`src/rtl/timebase_gen.sv`:
```
// Multi-channel programmable clock-enable and square-wave generator.
// Each channel divides clk_100MHz by a writable half-period.
module timebase_gen #(
  parameter int NUM_CH  = 4,
  parameter int CNT_W   = 32,
  parameter int DEF_DIV = 25000000,
  parameter int CH_W    = (NUM_CH > 1) ? $clog2(NUM_CH) : 1
) (
  input  logic              clk_100MHz,
  input  logic              reset,
  input  logic              cfg_we,
  input  logic [CH_W-1:0]   cfg_ch,
  input  logic [CNT_W-1:0]  cfg_div,
  input  logic [NUM_CH-1:0] ch_en,
  input  logic              sync,
  output logic [NUM_CH-1:0] tick,
  output logic [NUM_CH-1:0] sq_out,
  output logic              cfg_ack
);

  logic [NUM_CH-1:0][CNT_W-1:0] div_q, div_d;
  logic [NUM_CH-1:0][CNT_W-1:0] cnt_q, cnt_d;
  logic [NUM_CH-1:0][CNT_W-1:0] lim;
  logic [NUM_CH-1:0]            tick_q, tick_d;
  logic [NUM_CH-1:0]            sq_q, sq_d;
  logic [NUM_CH-1:0]            wr;
  logic                         ack_q, ack_d;
  logic                         acc;

  // Next state: sync beats a write, a write beats disable,
  // disable beats normal counting. A zero divisor acts as one.
  always_comb begin
    acc    = cfg_we && (int'(cfg_ch) < NUM_CH);
    ack_d  = acc;
    div_d  = div_q;
    cnt_d  = cnt_q;
    tick_d = '0;
    sq_d   = sq_q;
    wr     = '0;
    lim    = '0;
    for (int i = 0; i < NUM_CH; i++) begin
      lim[i] = (div_q[i] == '0) ? '0
             : div_q[i] - CNT_W'(1);
      wr[i]  = acc && (int'(cfg_ch) == i);
      if (wr[i]) begin
        div_d[i] = cfg_div;
      end
      if (sync) begin
        cnt_d[i] = '0;
        sq_d[i]  = 1'b0;
      end else if (wr[i]) begin
        cnt_d[i] = '0;
      end else if (!ch_en[i]) begin
        cnt_d[i] = '0;
        sq_d[i]  = 1'b0;
      end else if (cnt_q[i] == lim[i]) begin
        cnt_d[i]  = '0;
        tick_d[i] = 1'b1;
        sq_d[i]   = ~sq_q[i];
      end else begin
        cnt_d[i] = cnt_q[i] + CNT_W'(1);
      end
    end
  end

  // State registers; reset restores the default divisor everywhere.
  always_ff @(posedge clk_100MHz or posedge reset) begin
    if (reset) begin
      for (int i = 0; i < NUM_CH; i++) begin
        div_q[i] <= CNT_W'(DEF_DIV);
        cnt_q[i] <= '0;
      end
      tick_q <= '0;
      sq_q   <= '0;
      ack_q  <= 1'b0;
    end else begin
      div_q  <= div_d;
      cnt_q  <= cnt_d;
      tick_q <= tick_d;
      sq_q   <= sq_d;
      ack_q  <= ack_d;
    end
  end

  assign tick    = tick_q;
  assign sq_out  = sq_q;
  assign cfg_ack = ack_q;

endmodule

```
`config.mk`:
```
export PLATFORM = sky130hd
export DESIGN_NAME = timebase_gen
export DESIGN_NICKNAME = d
export VERILOG_FILES = /design/src/rtl/timebase_gen.sv
export SDC_FILE = /design/constraint.sdc
export NUM_CORES = 1
export LEC_CHECK = 0
export BUFFER_PORTS_ARGS = -buffer_cell sky130_fd_sc_hd__buf_2
export CORE_MARGIN = 1.5
export CORE_UTILIZATION = 41
export CTS_BUF_LIST = sky130_fd_sc_hd__clkbuf_4 sky130_fd_sc_hd__clkbuf_8
export DETAILED_ROUTE_END_ITERATION = 6
export SYNTH_ARGS = -nofsm -noshare
export SYNTH_HDL_FRONTEND = slang
export SYNTH_SLANG_ARGS = --single-unit
```
`constraint.sdc`:
```
create_clock -name clk_100MHz -period 8.4 [get_ports clk_100MHz]
set_input_delay 0.42 -clock clk_100MHz [delete_from_list [all_inputs] [get_ports clk_100MHz]]
set_output_delay 0.42 -clock clk_100MHz [all_outputs]
set_load 0.05 [all_outputs]
```
Yosys cells after proc, flatten, opt, wreduce, memory -nomap -nowiden
Cells that the tools add are included.
- output and inout port bits: 9
- logic and storage cells: 106
- register bits: 265
- bits of input ports: 42
- multiplexer cells: 52
- reduce and logical (&&, ||, !) cells: 13
- equality and inequality tests: 15
- bitwise logic cells: 4
- add/sub/neg operators: 8
- operators by type and width (operator ; count):
    $mux W32 ; 20
    $add A32 B1 Y32 const B ; 4
    $eq A32 B32 Y1 ; 4
    $logic_not A32 Y1 ; 4
    $sub A32 B1 Y32 const B ; 4
    $mux W1 ; 32
    $ne A3 B1 Y1 const B ; 4
    $ne A2 B2 Y1 const B ; 4
    $reduce_and A2 Y1 ; 4
    $eq A2 B2 Y1 const B ; 2
    $logic_and A1 B1 Y1 ; 4
    $not A1 Y1 ; 4
    $eq A2 B1 Y1 const B ; 1
    $logic_not A2 Y1 ; 1

Longest topological paths before layout
Gate-level depths: netlist (run 1).
- depth in word-level cells: 7
- mapped depth: 16
- gate-level depth less buffers: 11

Worst setup path after synthesis (run 1)
OpenSTA, ideal clock, no wires.
- kind: reg-to-reg
- start: register div_q[0] (netlist bit)
- end: register cnt_q[23] (netlist bit)
- path buffers: 4
- stages on the path, launching flop included: 16
- clock period less this slack: 4470 ps
- library setup time: 144 ps
- setup slack: 3930 ps
- required time: 8256 ps
- arrival: 4326 ps
- path through: dfrtp_1 inv_1 ha_1 buf_2 or3b_2 clkbuf_1 or4_1 buf_2 or4_4 nand3_2 o311ai_1 or4b_1 or4_4 nor4_4 buf_6 nor3_2
- RTL lines (item ; line ; text):
    start, declared ; 21 ; logic [NUM_CH-1:0][CNT_W-1:0] div_q, div_d;
    start signal, assigned by index ; 70 ; div_q[i] <= CNT_W'(DEF_DIV);
    start signal, assigned ; 77 ; div_q <= div_d;
    end signal, assigned ; 78 ; cnt_q <= cnt_d;
    end, declared ; 22 ; logic [NUM_CH-1:0][CNT_W-1:0] cnt_q, cnt_d;

==> results.sh, run 1 <==
export IMPL_status="finished clean"
export IMPL_finish_utilization_pct=45.7
export IMPL_asyncSetResetFlopFracSynth_pct=100
export IMPL_power_density_mw_per_mm2=188
export IMPL_period_needed_ns=5.27
export IMPL_ant_nets=0
export IMPL_synth_edff_count=0
export IMPL_synth_top_area_share_pct=29.9
export IMPL_grt_busiest_layer="met2"
export IMPL_max_stage_delay_ns=1.21
export IMPL_port_buffer_count=50
export IMPL_critical_path_reg2reg_endpoint="cnt_q[122]"
export IMPL_hold_viol=0
export IMPL_critical_path_cell_chain="or4_1 > or4_1 > nor4_1 > nor2_1 > mux2_2 > a2111oi_0 > o2111ai_1 > o21ai_2 > buf_4 > nor2_1"
export IMPL_drc_errors=0
export IMPL_worst_clock_skew_ns=0.0429
export IMPL_grt_setup_unrepaired="no"
export IMPL_initial_core_utilization_pct=41.8
export IMPL_critPathTopFamily="simple AND/OR/NAND/NOR gates"
export IMPL_initial_antenna_violation_count=2
export IMPL_postCtsResizedCells=0
export IMPL_grt_first_pass_wirelength_um=87400
export IMPL_timing_setup_critical_path_class="reg2reg"
export IMPL_timing_critical_path_from_type="flop"
export IMPL_clkSlewWorstSetupHoldPaths_ns=0.07
export IMPL_synth_yosys_seq_area_share_pct=36.9
export IMPL_tightestPinTransition_ns=1.38
export IMPL_synth_area_top_cells="sky130_fd_sc_hd__dfrtp_1 (30%), sky130_fd_sc_hd__dfstp_2 (7.0%), sky130_fd_sc_hd__xnor2_1 (6.3%)"
export IMPL_rr_startpoint="div_q[104]"
export IMPL_crit_required_ns=8.90
export IMPL_worst_r2r_path_depth=10
export IMPL_drt_pre_antenna_iters=5
export IMPL_routabilityCongestion=0.936
export IMPL_setup_tns_final_ns=0
export IMPL_postSynthAreaPerCell_um2=8.57
export IMPL_synthFlopType="sky130_fd_sc_hd__dfrtp_1"
export IMPL_synthesis_area_mm2=0.0181
export IMPL_std_cell_rows=76
export IMPL_groute_layer_met1_usage_pct=35.0
export IMPL_clk_latency_ns=0.65
export IMPL_synth_area_leader_cell="sky130_fd_sc_hd__dfrtp_1"
export IMPL_post_drt_wl_per_cell_um=20.2
export IMPL_timing_critical_path_buf_inv=1
export IMPL_final_layout_size_suffix_gt1_share_pct=15.2
export IMPL_grt_pass1_vias=15470
export IMPL_setup_viol=0
export IMPL_grt_start_max_net_pins=163
export IMPL_max_slew_margin_pct=7.44
export IMPL_post_drt_via_cell_ratio=5.98
export IMPL_initialDrtViolationCount=1336
export IMPL_chipHeight_um=213
export IMPL_finalMaxSlewViolations=0
export IMPL_synthesis_instances=2117
export IMPL_gr_total_overflow=0
export IMPL_syn_to_final_growth_pct=9.28
export IMPL_worst_hold_path_num_cells=3
export IMPL_critical_path_slowest_cell="sky130_fd_sc_hd__nor4_1"
export IMPL_cts_root_buffer="sky130_fd_sc_hd__clkbuf_8"
export IMPL_synth_seq_cells=265
export IMPL_path_max_fanout=32
export IMPL_design_die_area_mm2=0.0455
export IMPL_setup_reg_to_reg_worst_slack_ns=3.13
export IMPL_met2_usage_pct=37.9
export IMPL_io_pin_count=51
export IMPL_total_grt_usage_pct=24.4
export IMPL_layout_worst_path_cycle_share_pct=62.8
export IMPL_ctsLongestPathBuffers=3
export IMPL_hold_path_startpoint="cfg_div[11]"
export IMPL_cts_buffers_inserted=47
export IMPL_core_area_mm2=0.0434
export IMPL_timing_fmax_ghz=0.190
export IMPL_yosysWarningCount=0
export IMPL_min_delay_worst_endpoint="div_q[43]"
export IMPL_critPathArrivalTime_ns=5.77
export IMPL_vias=16304
export IMPL_tritoncts_num_sinks=265
export IMPL_timing_hold_worst_class="in2reg"
export IMPL_cap_violations=0
export IMPL_die_w_um=213
export IMPL_vdd_drop_max_v=0.000140
export IMPL_postCtsSetupRepairBufs=0
export IMPL_detail_route_wirelength_um=55000
export IMPL_mappedNetlistNets=2167
export IMPL_cts_tree="done"
export IMPL_cts_htree_levels=2
export IMPL_p_leak_nw=7.55
export IMPL_critPathCaptureType="flop"
export IMPL_yosysUniqueCellTypes=82
export IMPL_final_nets=2156
export IMPL_global_route_usage_met3_pct=3.68
export IMPL_place_detailed_hpwl_um=39400
per-stage QoR:
stage	total power [mW]	instances	cell area, um2	setup WS, ns	hold slack (ns)
final	3.73	2728	19800	3.13	0.0617
after global routing	3.94	2727	19800	2.88	0.0362
after CTS	3.77	2727	19800	3.24	0.000833
after detailed placement	2.40	2640	18800	3.26	0.485
after global placement	2.38	2640	18800	3.28	0.469
after floorplan	2.16	2117	18100	0.763	0.451
final cells by class:
class | instances | area, um2
Sequential cell | 265 | 6690
Inverter | 40 | 158
Clock buffer | 81 | 990
Antenna cell | 1 | 2.50
Timing Repair Buffer | 69 | 410
Fill cell | 4349 | 23500
Clock inverter | 4 | 51.3
Multi-Input combinational cell | 1683 | 10800
Tap cell | 585 | 732
power by group:
| group | switching [mW] | internal [mW] | leakage, nW |
|---|---|---|---|
| combinational | 0.451 | 0.326 | 3.60 |
| sequential | 0.195 | 1.42 | 3.39 |
| clock | 0.574 | 0.767 | 0.559 |
| total | 1.22 | 2.51 | 7.55 |
layout by cell type, fill, tap and decap left out, types with 9 or more instances in the layout:
cell / netlist / layout
sky130_fd_sc_hd__a211oi_1: 16 / 16
sky130_fd_sc_hd__a21oi_1: 53 / 53
sky130_fd_sc_hd__and4_1: 15 / 15
sky130_fd_sc_hd__nor2b_1: 16 / 16
sky130_fd_sc_hd__dfstp_2: 48 / 48
sky130_fd_sc_hd__or3_1: 46 / 46
sky130_fd_sc_hd__nor3_1: 139 / 139
sky130_fd_sc_hd__xor2_1: 85 / 85
sky130_fd_sc_hd__mux2i_1: 14 / 14
sky130_fd_sc_hd__nor4_1: 67 / 65
sky130_fd_sc_hd__o41ai_1: 9 / 9
sky130_fd_sc_hd__buf_2: 7 / 50
sky130_fd_sc_hd__and3_1: 44 / 44
sky130_fd_sc_hd__nor3_2: 20 / 20
sky130_fd_sc_hd__dfrtp_1: 217 / 217
sky130_fd_sc_hd__clkbuf_8: 0 / 61
sky130_fd_sc_hd__nand3_1: 91 / 91
sky130_fd_sc_hd__buf_4: 0 / 16
sky130_fd_sc_hd__o211ai_1: 14 / 14
sky130_fd_sc_hd__or2_2: 17 / 17
sky130_fd_sc_hd__o32ai_1: 9 / 9
sky130_fd_sc_hd__nand2_1: 293 / 293
sky130_fd_sc_hd__or4_1: 50 / 50
sky130_fd_sc_hd__o21ai_0: 44 / 44
sky130_fd_sc_hd__xnor2_1: 131 / 131
sky130_fd_sc_hd__nor3b_1: 17 / 16
sky130_fd_sc_hd__and2_1: 12 / 12
sky130_fd_sc_hd__a31oi_1: 11 / 11
sky130_fd_sc_hd__nand3b_1: 16 / 16
sky130_fd_sc_hd__nor4b_1: 10 / 10
sky130_fd_sc_hd__nor2_1: 161 / 161
sky130_fd_sc_hd__inv_1: 39 / 38
sky130_fd_sc_hd__mux2_2: 67 / 67
sky130_fd_sc_hd__nand4b_1: 9 / 9
sky130_fd_sc_hd__o31ai_1: 19 / 19
sky130_fd_sc_hd__nand4_1: 39 / 39
sky130_fd_sc_hd__clkbuf_4: 0 / 20
state kept, by name (all words and copies together), names as in the netlist:
signal and flops:
cnt_q 128, div_q 128, sq_out 4, tick 4
cfg_ack 1
worst max-delay path by stage:
stage	depth (start not counted)	slack, ns	end	startpoint
2_1_floorplan	1	0.76	cfg_ack	reset
4_1_cts	10	3.24	cnt_q[122]	div_q[104]
3_5_place_dp	10	3.26	cnt_q[118]	div_q[104]
5_1_grt	10	2.88	cnt_q[122]	div_q[104]
6_report	10	3.13	cnt_q[122]	div_q[104]
3_3_place_gp	10	3.28	cnt_q[122]	div_q[111]
repair_timing:
item / in CTS / in global routing
endpoints found under the setup margin: 0 / 0
hold buffers: 2 / 0
endpoints found under the hold margin: 86 / 0
routing by layer:
layer  wire length (um)  part of all wire (%)  vias to the layer above
met1              25800                    47                     8038
met4               1270                   2.3                        0
met5                  0                     0                        -
met2              24600                    45                      492
met3               3310                   6.0                       88
li1                   -                     -                     7686
cell usage after synthesis, types with 20 or more instances:
cell and n:
sky130_fd_sc_hd__dfstp_2 48, sky130_fd_sc_hd__xor2_1 85, sky130_fd_sc_hd__inv_1 39, sky130_fd_sc_hd__nor4_1 67, sky130_fd_sc_hd__mux2_2 67, sky130_fd_sc_hd__and3_1 44, sky130_fd_sc_hd__nor3_1 139, sky130_fd_sc_hd__nand3_1 91
sky130_fd_sc_hd__xnor2_1 131, sky130_fd_sc_hd__clkbuf_1 106, sky130_fd_sc_hd__a21oi_1 53, sky130_fd_sc_hd__nor2_1 161, sky130_fd_sc_hd__dfrtp_1 217, sky130_fd_sc_hd__o21ai_0 44, sky130_fd_sc_hd__nand4_1 39, sky130_fd_sc_hd__nor3_2 20
sky130_fd_sc_hd__nand2_1 293, sky130_fd_sc_hd__or4_1 50, sky130_fd_sc_hd__or3_1 46
logic make-up (layout without fill, tap and decap cells):
| logic type | count (synthesis) | after routing | synth area share (%) |
|---|---|---|---|
| buffers and inverters | 169 | 194 | 3.75 |
| adders and majority gates | 8 | 8 | 0.552 |
| and+or+nand+nor | 1093 | 1093 | 31.8 |
| muxes | 81 | 81 | 4.93 |
| DFF | 265 | 265 | 36.9 |
| AOI/OAI and AO/OA | 279 | 279 | 10.9 |
| xor gates and xnor gates | 222 | 222 | 11.2 |
| other | 0 | 1 | 0 |
worst min-delay path: stages:
cell                      delay [ns]
sky130_fd_sc_hd__buf_2          0.16
sky130_fd_sc_hd__nand2_1        0.08
sky130_fd_sc_hd__nand2_1        0.05
No activity file was read; power rests on OpenSTA's default activity.
==> run 2, diff against run 1 <==
Clock period 8.4 ns to 4.32 ns, I/O delays scaled along.
==> run 2 against run 1 <==
Effect of this change:
- via count grew 1.8%
- die area is the same
- highest routed layer unchanged
- critical path type unchanged
- largest power group unchanged
- clock skew shrank 0.025 ns
- largest cell class unchanged
- critical endpoint is now cnt_q[20]
==> results.sh, run 2 (same netlist as run 1, synthesis figures left out) <==
export IMPL_ant_nets=0
export IMPL_setup_tns_final_ns=0
export IMPL_chipHeight_um=213
export IMPL_min_delay_worst_endpoint="sq_out[2]"
export IMPL_gr_total_overflow=0
export IMPL_ctsLongestPathBuffers=3
export IMPL_hold_slack_ns=0.150
export IMPL_max_stage_delay_ns=0.68
export IMPL_initialDrtViolationCount=1662
export IMPL_cap_violations=0
export IMPL_post_drt_via_cell_ratio=5.88
export IMPL_cts_root_buffer="sky130_fd_sc_hd__clkbuf_8"
export IMPL_cts_htree_levels=2
export IMPL_rr_startpoint="div_q[19]"
export IMPL_tritoncts_num_sinks=265
export IMPL_critPathTopFamily="simple AND/OR/NAND/NOR gates"
export IMPL_postCtsSetupRepairBufs=0
export IMPL_cts_buffers_inserted=49
export IMPL_layout_worst_path_cycle_share_pct=95.7
export IMPL_critPathCaptureType="flop"
export IMPL_max_slew_margin_pct=22.0
export IMPL_hold_viol=0
export IMPL_setup_viol=0
export IMPL_initial_core_utilization_pct=41.8
export IMPL_core_area_mm2=0.0434
export IMPL_clk_latency_ns=0.64
export IMPL_worst_hold_path_num_cells=5
export IMPL_die_w_um=213
export IMPL_grt_start_max_net_pins=146
export IMPL_initial_antenna_violation_count=7
export IMPL_timing_hold_worst_class="in2reg"
export IMPL_critical_path_reg2reg_endpoint="cnt_q[20]"
export IMPL_timing_critical_path_from_type="flop"
export IMPL_timing_setup_critical_path_class="reg2reg"
export IMPL_path_max_fanout=33
export IMPL_ff_latch_area_mm2=0.00669
export IMPL_worst_clock_skew_ns=0.0177
export IMPL_cts_tree="done"
export IMPL_final_common_cell="sky130_fd_sc_hd__nand2_1"
export IMPL_port_buffer_count=50
export IMPL_clkSlewWorstSetupHoldPaths_ns=0.06
export IMPL_io_pin_count=51
export IMPL_multi_input_area_mm2=0.0108
export IMPL_post_drt_wl_per_cell_um=19.9
export IMPL_status="finished clean"
export IMPL_finish_utilization_pct=47.7
export IMPL_drc_errors=0
export IMPL_most_used_cells_in_the_layout_excluding_fill_and_tap_cells="sky130_fd_sc_hd__nand2_1 (293), sky130_fd_sc_hd__dfrtp_1 (217), sky130_fd_sc_hd__nor2_1 (161)"
export IMPL_crit_required_ns=4.80
export IMPL_detail_route_wirelength_um=56300
export IMPL_finalMaxSlewViolations=0
export IMPL_critical_path_slowest_cell="sky130_fd_sc_hd__or4_1"
export IMPL_drt_pre_antenna_iters=5
export IMPL_routabilityCongestion=0.980
export IMPL_total_grt_usage_pct=24.9
export IMPL_vias=16601
export IMPL_critPathArrivalTime_ns=4.61
export IMPL_power_density_mw_per_mm2=358
export IMPL_period_needed_ns=4.13
export IMPL_worst_r2r_path_depth=10
export IMPL_setup_reg_to_reg_worst_slack_ns=0.19
export IMPL_fill_cell_instance_count_of_the_final_layout=4331
export IMPL_final_layout_size_suffix_gt1_share_pct=17.3
export IMPL_vdd_drop_max_v=0.000167
export IMPL_syn_to_final_growth_pct=13.9
export IMPL_tightestPinTransition_ns=1.17
export IMPL_critical_path_cell_chain="or4_1 > or4_1 > or4_4 > nand3_2 > o311ai_1 > or4b_1 > or4_4 > nor4_4 > buf_12 > nor3_1"
export IMPL_grt_pass1_vias=16079
export IMPL_final_nets=2246
export IMPL_grt_setup_unrepaired="no"
export IMPL_biggest_regs="cnt_q: 128 flops, div_q: 128 flops"
export IMPL_num_antenna_cells=0
export IMPL_grt_first_pass_wirelength_um=89100
export IMPL_p_leak_nw=7.98
export IMPL_std_cell_rows=76
export IMPL_timing_fmax_ghz=0.242
export IMPL_place_detailed_hpwl_um=40800
export IMPL_timing_critical_path_buf_inv=1
export IMPL_design_die_area_mm2=0.0455
export IMPL_hold_path_startpoint="ch_en[2]"
## run 2: cell count changes in the layout (fill, tap and decap cells not counted), moves of 2 or more
cell,change
sky130_fd_sc_hd__buf_4,+47
sky130_fd_sc_hd__dlygate4sd3_1,+38
sky130_fd_sc_hd__buf_12,+3
sky130_fd_sc_hd__clkinv_2,+3
sky130_fd_sc_hd__clkinvlp_4,+3
sky130_fd_sc_hd__clkbuf_4,+2
sky130_fd_sc_hd__inv_8,-2
sky130_fd_sc_hd__nor4_1,-2
sky130_fd_sc_hd__nor4_2,+2
## run 2: timing repair
action	in CTS	in global routing
hold endpoints to repair	339	0
hold buffers	40	0
endpoints found under the setup margin	0	34
resized for setup	0	4
## run 2: final cells by class
class | count | area share (%)
inverters | 40 | 0.744
clock inverters | 8 | 0.339
well taps | 585 | 3.54
flip-flops and latches | 265 | 32.4
clock buffers | 83 | 4.86
multi-input cells | 1683 | 52.3
repair buffers | 157 | 5.82
## run 2: routing by layer
metal  GRT usage (%)  routed length [um]  share of wire [%]  vias up
met4            7.67                1490                2.6        0
li1                -                   -                  -     7853
met2            38.9               25200                 45      536
met1            34.1               25600                 45     8110
met5               0                   0                  0        -
met3            5.80                4060                7.2      102
## run 2: through the flow
stage	setup WS [ns]	std cells	instance area (um2)	power [mW]
after floorplan	0.0898	2117	18200	4.21
after global placement	0.195	2690	19200	4.70
after detailed placement	0.147	2690	19200	4.74
after CTS	0.128	2821	20700	7.47
after global routing	0.000524	2821	20700	7.80
final	0.186	2821	20700	7.41
## run 2: tightest hold or removal path: stages
cell,delay [ns]
sky130_fd_sc_hd__buf_2,0.11
sky130_fd_sc_hd__nor2b_1,0.16
sky130_fd_sc_hd__nand2_1,0.07
sky130_fd_sc_hd__a21oi_1,0.03
sky130_fd_sc_hd__nand3b_1,0.14
## run 2: power breakdown
| part | internal [mW] | switching [mW] | total (mW) |
|---|---|---|---|
| registers | 2.76 | 0.358 | 3.12 |
| clock network | 1.52 | 1.13 | 2.65 |
| logic | 0.713 | 0.929 | 1.64 |
## run 2: how the worst max path moves through the flow
stage                             to  cells after the start        from  slack [ns]
final                      cnt_q[20]                     10   div_q[19]        0.19
after floorplan            cnt_q[23]                     16    div_q[0]        0.09
after global placement     sq_out[0]                     11    div_q[0]        0.19
after detailed placement   cnt_q[13]                     12    div_q[0]        0.15
after CTS                   cnt_q[1]                     12    div_q[0]        0.13
after global routing      cnt_q[115]                     12  div_q[104]      0.0005
